### src/rtl/common_ram_stream_reader_pkg.sv
`default_nettype none
// ============================================================================
// Module      : common_ram_stream_reader_pkg
// Description : Shared types and constants for the RAM stream reader and its
//               output FIFO.
// Revision    : 1.0 - initial release
// ============================================================================
package common_ram_stream_reader_pkg;

   // Sequencer states
   typedef enum logic [1:0] {
      IDLE  = 2'd0,
      READ  = 2'd1,
      DRAIN = 2'd2
   } state_t;

   // Output FIFO geometry
   localparam int FIFO_DEPTH = 4;
   localparam int FIFO_PTR_W = 2;
   localparam int FIFO_CNT_W = FIFO_PTR_W + 1;

   // Width wide enough to hold in-flight count plus FIFO occupancy
   localparam int CREDIT_W   = FIFO_CNT_W + 1;

endpackage : common_ram_stream_reader_pkg
`default_nettype wire

### src/rtl/common_stream_fifo4.sv
`default_nettype none
// ============================================================================
// Module      : common_stream_fifo4
// Description : 4-entry register FIFO with push/pop, full/empty and a
//               3-bit occupancy count. Push and pop in the same cycle keep
//               the occupancy unchanged; a push into a full FIFO is accepted
//               only when a pop frees a slot in the same cycle.
// Revision    : 1.0 - initial release
// ============================================================================
module common_stream_fifo4
   import common_ram_stream_reader_pkg::*;
#(
   parameter int DATA_WIDTH = 8
) (
   input  logic                  clk,
   input  logic                  rst_n,
   input  logic                  push,
   input  logic [DATA_WIDTH-1:0] push_data,
   input  logic                  pop,
   output logic [DATA_WIDTH-1:0] head_data,
   output logic                  full,
   output logic                  empty,
   output logic [FIFO_CNT_W-1:0] count
);

   logic [DATA_WIDTH-1:0] mem [FIFO_DEPTH];
   logic [FIFO_PTR_W-1:0] wr_ptr;
   logic [FIFO_PTR_W-1:0] rd_ptr;
   logic [FIFO_CNT_W-1:0] cnt;
   logic                  do_push;
   logic                  do_pop;

   assign empty     = (cnt == '0);
   assign full      = (cnt == FIFO_CNT_W'(FIFO_DEPTH));
   assign count     = cnt;
   assign head_data = mem[rd_ptr];
   assign do_pop    = pop & ~empty;
   assign do_push   = push & (~full | do_pop);

   // Storage, pointers and occupancy; reset clears contents so the head reads 0
   always_ff @(posedge clk or negedge rst_n) begin
      if (!rst_n) begin
         for (int i = 0; i < FIFO_DEPTH; i++) begin
            mem[i] <= '0;
         end
         wr_ptr <= '0;
         rd_ptr <= '0;
         cnt    <= '0;
      end else begin
         if (do_push) begin
            mem[wr_ptr] <= push_data;
            wr_ptr      <= wr_ptr + FIFO_PTR_W'(1);
         end
         if (do_pop) begin
            rd_ptr <= rd_ptr + FIFO_PTR_W'(1);
         end
         case ({do_push, do_pop})
            2'b10:   cnt <= cnt + FIFO_CNT_W'(1);
            2'b01:   cnt <= cnt - FIFO_CNT_W'(1);
            default: cnt <= cnt;
         endcase
      end
   end

endmodule : common_stream_fifo4
`default_nettype wire

### src/rtl/common_ram_stream_reader.sv
`default_nettype none
// ============================================================================
// Module      : common_ram_stream_reader
// Description : Read-side sequencer for a simple dual-port RAM. Takes a
//               base/length command, issues RAM reads under a credit limit,
//               tracks the fixed RAM read latency and streams the returned
//               words out on a valid/ready interface with full backpressure.
// Revision    : 1.0 - initial release
// ============================================================================
module common_ram_stream_reader
   import common_ram_stream_reader_pkg::*;
#(
   parameter int DATA_WIDTH  = 8,
   parameter int ADDR_WIDTH  = 9,
   parameter int RAM_LATENCY = 2,
   parameter int LEN_WIDTH   = ADDR_WIDTH + 1
) (
   input  logic                  clk,
   input  logic                  rst_n,
   input  logic                  start,
   input  logic [ADDR_WIDTH-1:0] base_addr,
   input  logic [LEN_WIDTH-1:0]  length,
   output logic                  busy,
   output logic                  done,
   output logic                  ram_re,
   output logic [ADDR_WIDTH-1:0] ram_raddr,
   input  logic [DATA_WIDTH-1:0] ram_rdata,
   output logic                  m_valid,
   input  logic                  m_ready,
   output logic [DATA_WIDTH-1:0] m_data,
   output logic                  m_last
);

   state_t                  state;
   logic [ADDR_WIDTH-1:0]   issue_addr;
   logic [LEN_WIDTH-1:0]    len_q;
   logic [LEN_WIDTH-1:0]    issue_cnt;
   logic [LEN_WIDTH-1:0]    pop_cnt;
   logic                    busy_q;
   logic                    done_q;

   // One valid bit per read travelling through the RAM pipeline
   logic [RAM_LATENCY-1:0]  inflight;
   logic [CREDIT_W-1:0]     inflight_cnt;
   logic [CREDIT_W-1:0]     occupancy;
   logic                    credit_ok;
   logic                    issue;

   logic                    push;
   logic                    pop;
   logic                    fifo_full;
   logic                    fifo_empty;
   logic [FIFO_CNT_W-1:0]   fifo_count;
   logic [DATA_WIDTH-1:0]   fifo_head;

   // Count reads currently inside the RAM pipeline
   always_comb begin
      inflight_cnt = '0;
      for (int i = 0; i < RAM_LATENCY; i++) begin
         inflight_cnt = inflight_cnt + CREDIT_W'(inflight[i]);
      end
   end

   // A word popped this cycle frees its slot immediately, which is what lets
   // the stream sustain one word per cycle. The full/pop term is redundant
   // with the sum but keeps a local guard against overflow.
   assign occupancy = inflight_cnt + CREDIT_W'(fifo_count) - CREDIT_W'(pop);
   assign credit_ok = (occupancy < CREDIT_W'(FIFO_DEPTH)) & ~(fifo_full & ~pop);
   assign issue     = (state == READ) & credit_ok;

   assign ram_re    = issue;
   assign ram_raddr = issue_addr;

   // The oldest in-flight bit lines up with valid RAM read data
   assign push      = inflight[RAM_LATENCY-1];
   assign pop       = m_valid & m_ready;

   assign m_valid   = ~fifo_empty;
   assign m_data    = fifo_head;
   assign m_last    = m_valid & (pop_cnt == (len_q - LEN_WIDTH'(1)));
   assign busy      = busy_q;
   assign done      = done_q;

   generate
      if (RAM_LATENCY == 1) begin : g_lat_one
         // Single-stage in-flight tracker for an unregistered RAM output
         always_ff @(posedge clk or negedge rst_n) begin
            if (!rst_n) begin
               inflight <= '0;
            end else begin
               inflight <= issue;
            end
         end
      end else begin : g_lat_multi
         // Shift issued-read markers along with the RAM pipeline
         always_ff @(posedge clk or negedge rst_n) begin
            if (!rst_n) begin
               inflight <= '0;
            end else begin
               inflight <= {inflight[RAM_LATENCY-2:0], issue};
            end
         end
      end
   endgenerate

   // Command sequencer: latch command, issue reads, wait for the last beat
   always_ff @(posedge clk or negedge rst_n) begin
      if (!rst_n) begin
         state      <= IDLE;
         issue_addr <= '0;
         len_q      <= '0;
         issue_cnt  <= '0;
         pop_cnt    <= '0;
         busy_q     <= 1'b0;
         done_q     <= 1'b0;
      end else begin
         done_q <= 1'b0;
         if (pop) begin
            pop_cnt <= pop_cnt + LEN_WIDTH'(1);
         end
         case (state)
            IDLE: begin
               if (start) begin
                  if (length != '0) begin
                     state      <= READ;
                     busy_q     <= 1'b1;
                     issue_addr <= base_addr;
                     len_q      <= length;
                     issue_cnt  <= '0;
                     pop_cnt    <= '0;
                  end else begin
                     // Empty command completes without producing beats
                     done_q <= 1'b1;
                  end
               end
            end
            READ: begin
               if (issue) begin
                  issue_addr <= issue_addr + ADDR_WIDTH'(1);
                  issue_cnt  <= issue_cnt + LEN_WIDTH'(1);
                  if ((issue_cnt + LEN_WIDTH'(1)) == len_q) begin
                     state <= DRAIN;
                  end
               end
            end
            DRAIN: begin
               if (pop && m_last) begin
                  state  <= IDLE;
                  busy_q <= 1'b0;
                  done_q <= 1'b1;
               end
            end
            default: begin
               state  <= IDLE;
               busy_q <= 1'b0;
            end
         endcase
      end
   end

   common_stream_fifo4 #(
      .DATA_WIDTH (DATA_WIDTH)
   ) u_fifo (
      .clk        (clk),
      .rst_n      (rst_n),
      .push       (push),
      .push_data  (ram_rdata),
      .pop        (pop),
      .head_data  (fifo_head),
      .full       (fifo_full),
      .empty      (fifo_empty),
      .count      (fifo_count)
   );

endmodule : common_ram_stream_reader
`default_nettype wire

### config.mk
export PLATFORM = sky130hd
export DESIGN_NAME = common_ram_stream_reader
export DESIGN_NICKNAME = d
export VERILOG_FILES = /design/src/rtl/common_ram_stream_reader_pkg.sv /design/src/rtl/common_stream_fifo4.sv /design/src/rtl/common_ram_stream_reader.sv
export SDC_FILE = /design/constraint.sdc
export NUM_CORES = 1
export LEC_CHECK = 0
export CAP_MARGIN = 20
export CORE_ASPECT_RATIO = 1.75
export CORE_UTILIZATION = 60
export CTS_CLUSTER_DIAMETER = 60
export CTS_CLUSTER_SIZE = 28
export DETAILED_ROUTE_END_ITERATION = 8
export GPL_TIMING_DRIVEN = 0
export PLACE_DENSITY = 0.94
export SETUP_SLACK_MARGIN = 0.5
export SLEW_MARGIN = 20
export SYNTH_ARGS = -nofsm -noshare
export SYNTH_HDL_FRONTEND = slang
export SYNTH_SLANG_ARGS = --single-unit
### constraint.sdc
create_clock -name clk -period 7.7 [get_ports clk]
set_clock_uncertainty 0.1 [all_clocks]
set_input_delay 1.155 -clock clk [delete_from_list [all_inputs] [get_ports clk]]
set_output_delay 1.155 -clock clk [all_outputs]
set_load 0.02 [all_outputs]
==> metrics.md <==
| Metric | Value |
|---|---|
| Clock sink total | `84` |
| Max-slew headroom | `a little over two fifths` |
| Yosys warning count | `0` |
| Vias in the first global route | `between 4k and 5k` |
| Achievable Freq | `~170 MHz` |
| WL/cell | `18.9 um` |
| Maximum vdd drop | `316 uV` |
| Synth Cell Area | `~0.0048 mm2` |
| Area post-placement | `0.00541 mm2` |
| Post-synthesis register bit count | `84` |
| Largest net degree at the start of global routing | `57` |
| Crit-path cells | `clkdlybuf4s50_1 -> nand2_1 -> inv_2 -> ha_1 -> inv_1 -> ha_1 -> a21o_1 -> a211oi_1 -> o2bb2ai_1 -> and2_1 -> clkbuf_1 -> clkdlybuf4s50_1` |
| Total CTS buffers | `9` |
| Vias after detailed routing | `approximately 3.9k` |
| CTS H-tree lvls | `3` |
| Drt drc | `0` |
| Multi-input logic area | `0.00246 mm2` |
| CP Launch Type | `primary input` |
| Crit end category | `output port` |
| Post-synth EDFFs | `0` |
| Final HPWL DP | `about 8600 um` |
| Max cap viols | `0` |
| CTS Root Cell | `clkbuf_16` |
| Row count | `42` |
| Share of layout cells above drive strength 1 | `around 15%` |
| Worst-Skew Late Latency | `between 300 and 400 ps` |
| Final ANT Viol Nets | `0` |
| Max-slew violations | `0` |
| Die area | `0.00829 mm2` |
| Worst EP required | `6440 ps` |
| P_leak | `about 2.5 nW` |
| Design area | `around 0.0057 mm2` |
| Vias/cell | `just over 6` |
| Commonest non-fill, non-tap cell in the layout | `dfrtp_1` |
| Final min period | `5950 ps` |
| First-pass GRT wire length | `slightly below 20000 um` |
| Worst slew pin tran | `~840 ps` |
| Max FO, Critical Path | `10` |
| WP data arrival | `4700 ps` |
| Top_reg_cell synth | `dfrtp_1` |
| Core area | `roughly 0.0076 mm2` |
| Cell variety after synth | `between 60 and 70` |
| CTS resizes | `0` |
| Setup TNS | `0 ps` |
| Io pins | `53` |
| # nets final | `582` |
| Area Growth Syn to Fin | `20.0%` |
| PD cells | `about 430 mW/mm2` |
| Async SR Flop Fraction | `between 90% and 100%` |
| Kind of critical path | `primary input to output port` |
| Clock buffer depth | `2` |
| Synth Net Count | `518` |
| CTS tree | `yes` |
| DRT Pass-1 Iters | `5` |
| Number of diodes | `0` |
| Final hold vios | `0` |
| Slowest CP cell | `clkdlybuf4s50_1` |
| Post-Syn Instances | `~470` |
| WHS | `a little under 300 ps` |
| # fillers | `around 480` |
| GRT overflow | `0` |
| Run status | `completed` |
| PortBufs | `52` |
| Register area | `about 0.0021 mm2` |
| Seq/Total Area, Yosys | `between 40% and 50%` |
| Setup repair bufs after CTS | `0` |
| Post-detailed-routing wire length | `11900 um` |
| Worst-path clk slew | `around 60 ps` |
| Die W | `just under 70 um` |
| Routability cong. | `0.874` |
| Commonest cells after routing, fill and taps aside | `dfrtp_1 (84), nand2_1 (58), clkdlybuf4s50_1 (51)` |
| Drt first-iter violations | `roughly 210` |
| Max incr delay on CP | `690 ps` |
| Total track usage | `between 30% and 40%` |
| Hold_buf cts | `0` |
| RSZ-0062 raised after global routing | `no` |
| Final setup viols | `0` |
| Chip height | `roughly 120 um` |
| Worst hold path class | `flip-flop to flip-flop` |
| Mean Syn Cell Area | `10.0 um2` |
| Initial Util | `a little over 60%` |
| Antenna violations before repair | `0` |
| Period utilization | `between 70% and 80%` |
==> path summary, 6_finish.rpt <==
check | from | to | slack (ps) | cells past startpoint
worst max-delay path | m_ready | ram_re | 1750 | 12
min in group asynchronous | rst_n | u_fifo.mem[12]$_DFFE_PN0P_ | 630 | 1
worst min-delay path | inflight[0]$_DFF_PN0_ | inflight[1]$_DFF_PN0_ | 300 | 0
worst max register to register | u_fifo.count[0]$_DFFE_PN0P_ | state[0]$_DFFE_PN0P_ | 3810 | 12
worst min register to register | inflight[0]$_DFF_PN0_ | inflight[1]$_DFF_PN0_ | 300 | 0
max in group asynchronous | rst_n | state[0]$_DFFE_PN0P_ | 6270 | 2
==> layer usage <==
metal,global-route usage (%),share of wire (%)
met5,0,0
met4,18.8,5.2
met3,5.37,3.9
met2,58.0,58
met1,28.8,33
==> synthesized netlist by cell type, types with 3 or more instances <==
cell	instances	share of area, %
mux2i_1	5	1.1
o21ai_0	38	4.0
dfrtp_1	84	44
nor3_1	7	0.74
inv_1	18	1.4
and3_1	5	0.66
buf_4	3	0.47
a31oi_1	3	0.40
a21o_1	4	0.63
nor3b_1	3	0.47
xor2_1	14	2.6
nand3_1	16	1.7
nor2_1	31	2.4
nor4_1	3	0.40
clkbuf_1	10	0.79
a21oi_1	19	2.0
nor2b_1	3	0.40
buf_2	5	0.53
ha_1	13	3.4
nand2_1	58	4.6
mux2_2	33	7.8
nand4_1	12	1.6
a211o_1	3	0.55
or3_1	7	0.92
mux4_2	8	3.8
and2_1	4	0.53
xnor2_1	19	3.5
nand2b_1	3	0.40
==> through the flow <==
stage | utilization, % | setup slack, ps | std cells | power [mW]
after floorplan | - | 3360 | 473 | 1.58
after global placement | 70.6 | 1900 | 613 | 1.89
after detailed placement | 71.0 | 1830 | 614 | 1.98
after CTS | 74.8 | 1790 | 630 | 2.43
after global routing | 74.8 | 1600 | 630 | 2.57
final | 74.8 | 1750 | 630 | 2.44
==> critical path: cells and delay by family <==
kind	cells	cell delay, ps
buffers and inverters	5	1860
AO/OA/AOI/OAI	3	740
AND/OR/NAND/NOR	2	450
adder cells (fa/ha/maj)	2	490
==> power by group <==
group          total (mW)  internal (mW)  leakage [nW]  switching (mW)
Sequential          0.781          0.622          1.05           0.159
Clock               0.429          0.252         0.136           0.177
Combinational        1.23          0.565          1.27           0.662
Total                2.44           1.44          2.46           0.998
==> flip-flops by register name (all words and copies together), names as in the netlist <==
name           count
u_fifo.mem        32
state              2
issue_cnt         10
u_fifo.rd_ptr      2
busy               1
done               1
pop_cnt           10
ram_raddr          9
len_q             10
u_fifo.wr_ptr      2
inflight           2
u_fifo.count       3
==> final cells by class <==
class / count / share of cell area (%)
multi-input combinational: 347 / 43.1
sequential: 84 / 36.9
timing repair buffer: 53 / 9.57
clock buffer: 11 / 4.08
buffer: 23 / 2.11
tap: 88 / 1.93
inverter: 19 / 1.25
clock inverter: 5 / 1.10
==> cells by family after synthesis <==
family                     synth area share (%)
AOI/OAI and AO/OA                          11.5
xor gates and xnor gates                   6.08
adders and majority gates                  3.85
buffers and inverters                      4.03
DFF                                        44.2
muxes                                      12.7
and+or+nand+nor                            17.7
No activity file was read; power rests on OpenSTA's default activity.
==> patch (same flow settings) <==
Set the package constant `FIFO_DEPTH` to 8 (it was 4).
--- a/src/rtl/common_ram_stream_reader_pkg.sv
+++ b/src/rtl/common_ram_stream_reader_pkg.sv
@@ -16,5 +16,5 @@
 
    // Output FIFO geometry
-   localparam int FIFO_DEPTH = 4;
+   localparam int FIFO_DEPTH = 8;
    localparam int FIFO_PTR_W = 2;
    localparam int FIFO_CNT_W = FIFO_PTR_W + 1;
Formal check against the unedited RTL: not equivalent (Yosys sat finds a counterexample within 4 cycles, from zero or initial values and one cycle with rst_n low).
==> patch against the original RTL <==
- setup slack gained 0.20 ns
- maximum frequency grew 3.6%
- total power fell by 3.9%
- sequential share of layout area increased by 1.3 points
- core utilization is 0.83 points higher
- sequential cell count unchanged
- synthesized cell count decreased by 7.8%
- count of clock-buffer cells in the layout rose by 2
- synthesized area down 4.2%
- design area down 3.3%
- final cell count is 6.2% lower
- wire length is 8.4% lower
- critical path type unchanged
- critical endpoint unchanged
==> patch: results (changes against the original RTL) <==
| Group | Quantity | Value | Change |
|:---|:---|:---|:---|
| power | Peak supply drop | 0.0003976 V | +26% |
| grt | Global-route wire length before repair | 17890 um | -7.8% |
| synthesis | Synth Net Count | 481 | -7.1% |
| routing | Post-detailed-routing wire length | 10910 um | -8.4% |
| final layout | Share of post-route cells with drive strength above 1 | 0.1386 | -0.008988 |
| setup path | Worst setup startpoint | m_ready |  |
| status | Run status | complete, no violations |  |
| synthesis | Cell types occupying the most area after synthesis | dfrtp_1 (46%), mux2_2 (9.9%), mux4_2 (4.0%) |  |
| grt | Maximum number of pins on one net before global-route repair | 54 | -5.3% |
| power | Cell leakage power | 2.314 nW | -5.9% |
| synthesis | Proportion of register bits with asynchronous set or reset after synthesis | 1.000 | unchanged |
| routing | Number of design-rule violations left by the first detailed-router iteration | 209 | -1.9% |
| setup path | Endpoint arrival time on the critical path | 4.49 ns | -0.21 ns |
| cts | Number of gates given a new drive strength after cts | 0 | unchanged |
| final layout | Number of nets in the final layout | 545 | -6.4% |
| synthesis | Number of enable-type register cells in the synthesized netlist | 0 | unchanged |
| synthesis | Count of distinct cell types in the synthesized netlist | 51 | -18% |
| cts | Post-CTS setup buffer count | 0 | unchanged |
| cts | Clock latency reported for the late side of the worst-skew pair | 0.34 ns |  |
| cts | H-tree lvl count | 3 | unchanged |
| setup path | Startpoint of the worst-slack reg-to-reg timing path | u_fifo.count[0] |  |
| final layout | Filler cell count | 465 | -2.3% |
| placed design | Gp weighted congestion | 0.9312 | +6.5% |
| grt | GRT Total Usage | 0.3094 | +0.006964 |
| final layout | Final antenna diode count | 0 | unchanged |
| routing | Vias per inst | 6.245 | +0.42% |
| placed design | Placed cells | 575 | -6.4% |
| placed design | HPWL after DPL | 8029 um | -7.1% |
| grt | Via count of the first global-routing pass | 3896 | -5.2% |
| synthesis | Per-instance average area after synthesis | 10.44 um^2 | +4.0% |
| synthesis | Warnings, synthesis | 0 | unchanged |
| synthesis | Top cells by instance count after synthesis | dfrtp_1 (84), mux2_2 (40), nor2_1 (34) |  |
| synthesis | Synth Flop Type | dfrtp_1 |  |
| synthesis | Fraction of the yosys area taken by sequential cells | 0.4617 | +0.01921 |
| routing | Routed via count | 3691 | -5.8% |
| sta | Worst Max-Slew Pin Slew | 0.8259 ns | -0.01912 ns |
| routing | First-pass DRT Iterations | 5 | unchanged |
patch: worst paths after layout:
| kind | to | slack [ns] | cells after the start |
|---|---|---|---|
| max | ram_re | 1.95 | 12 |
| min | inflight[1] | 0.28 | 0 |
| max reg2reg | ram_raddr[6] | 3.93 | 12 |
| min reg2reg | inflight[1] | 0.28 | 0 |
| max in group asynchronous | len_q[3] | 6.24 | 2 |
| min in group asynchronous | u_fifo.mem[63] | 0.65 | 1 |
patch: cell type report:
cell class                      count  area [um^2]  area share
Timing Repair Buffer               53        545.5     0.09898
Multi-Input combinational cell    314         2306      0.4184
Clock inverter                      3        45.04    0.008173
Inverter                           20        75.07     0.01362
Tap cell                           86        107.6     0.01952
Clock buffer                       13        260.3     0.04722
Sequential cell                    84         2102      0.3814
Buffer                             18        70.07     0.01271
patch: kinds of logic after synthesis:
kind of cell,count (synthesis),share of synthesized area
mux,51,0.1451
flops,84,0.4617
compound gates,87,0.1160
simple gates,124,0.1322
buf+inv,38,0.03188
xor+xnor,38,0.07310
fa+ha+maj,14,0.04012
patch: layer usage:
metal	up-vias	GRT usage	wire, um
met5	-	0	0
li1	1695	-	-
met1	1803	0.3038	3800
met3	45	0.06977	479
met4	0	0.2111	480
met2	148	0.5545	6150
patch: worst max-delay path: stages:
cell             delay (ns)
clkdlybuf4s50_1        0.49
o31a_1                 0.14
clkbuf_1               0.46
ha_1                   0.24
inv_1                  0.05
ha_1                   0.27
nand2_1                0.04
o21ai_0                0.29
mux2_2                 0.43
nand2_1                0.24
inv_1                  0.12
clkdlybuf4s50_1        0.56
patch: metrics by stage:
step                setup slack [ns]  hold slack, ns    util  instance area [um^2]  total power, mW
global placement               2.043          0.2617  0.7113                  5181            1.822
floorplan                      3.376          0.2539       -                  4553            1.516
detailed placement             1.955          0.2673  0.7147                  5206            1.895
CTS                            1.951          0.2823  0.7566                  5512            2.345
global route                   1.747          0.2990  0.7566                  5512            2.502
finish                         1.953          0.2811  0.7566                  5512            2.342
patch: where the power goes:
part | internal [mW] | total (mW) | switching, mW
Combinational | 0.540 | 1.15 | 0.607
Sequential | 0.608 | 0.758 | 0.150
Clock | 0.269 | 0.437 | 0.168
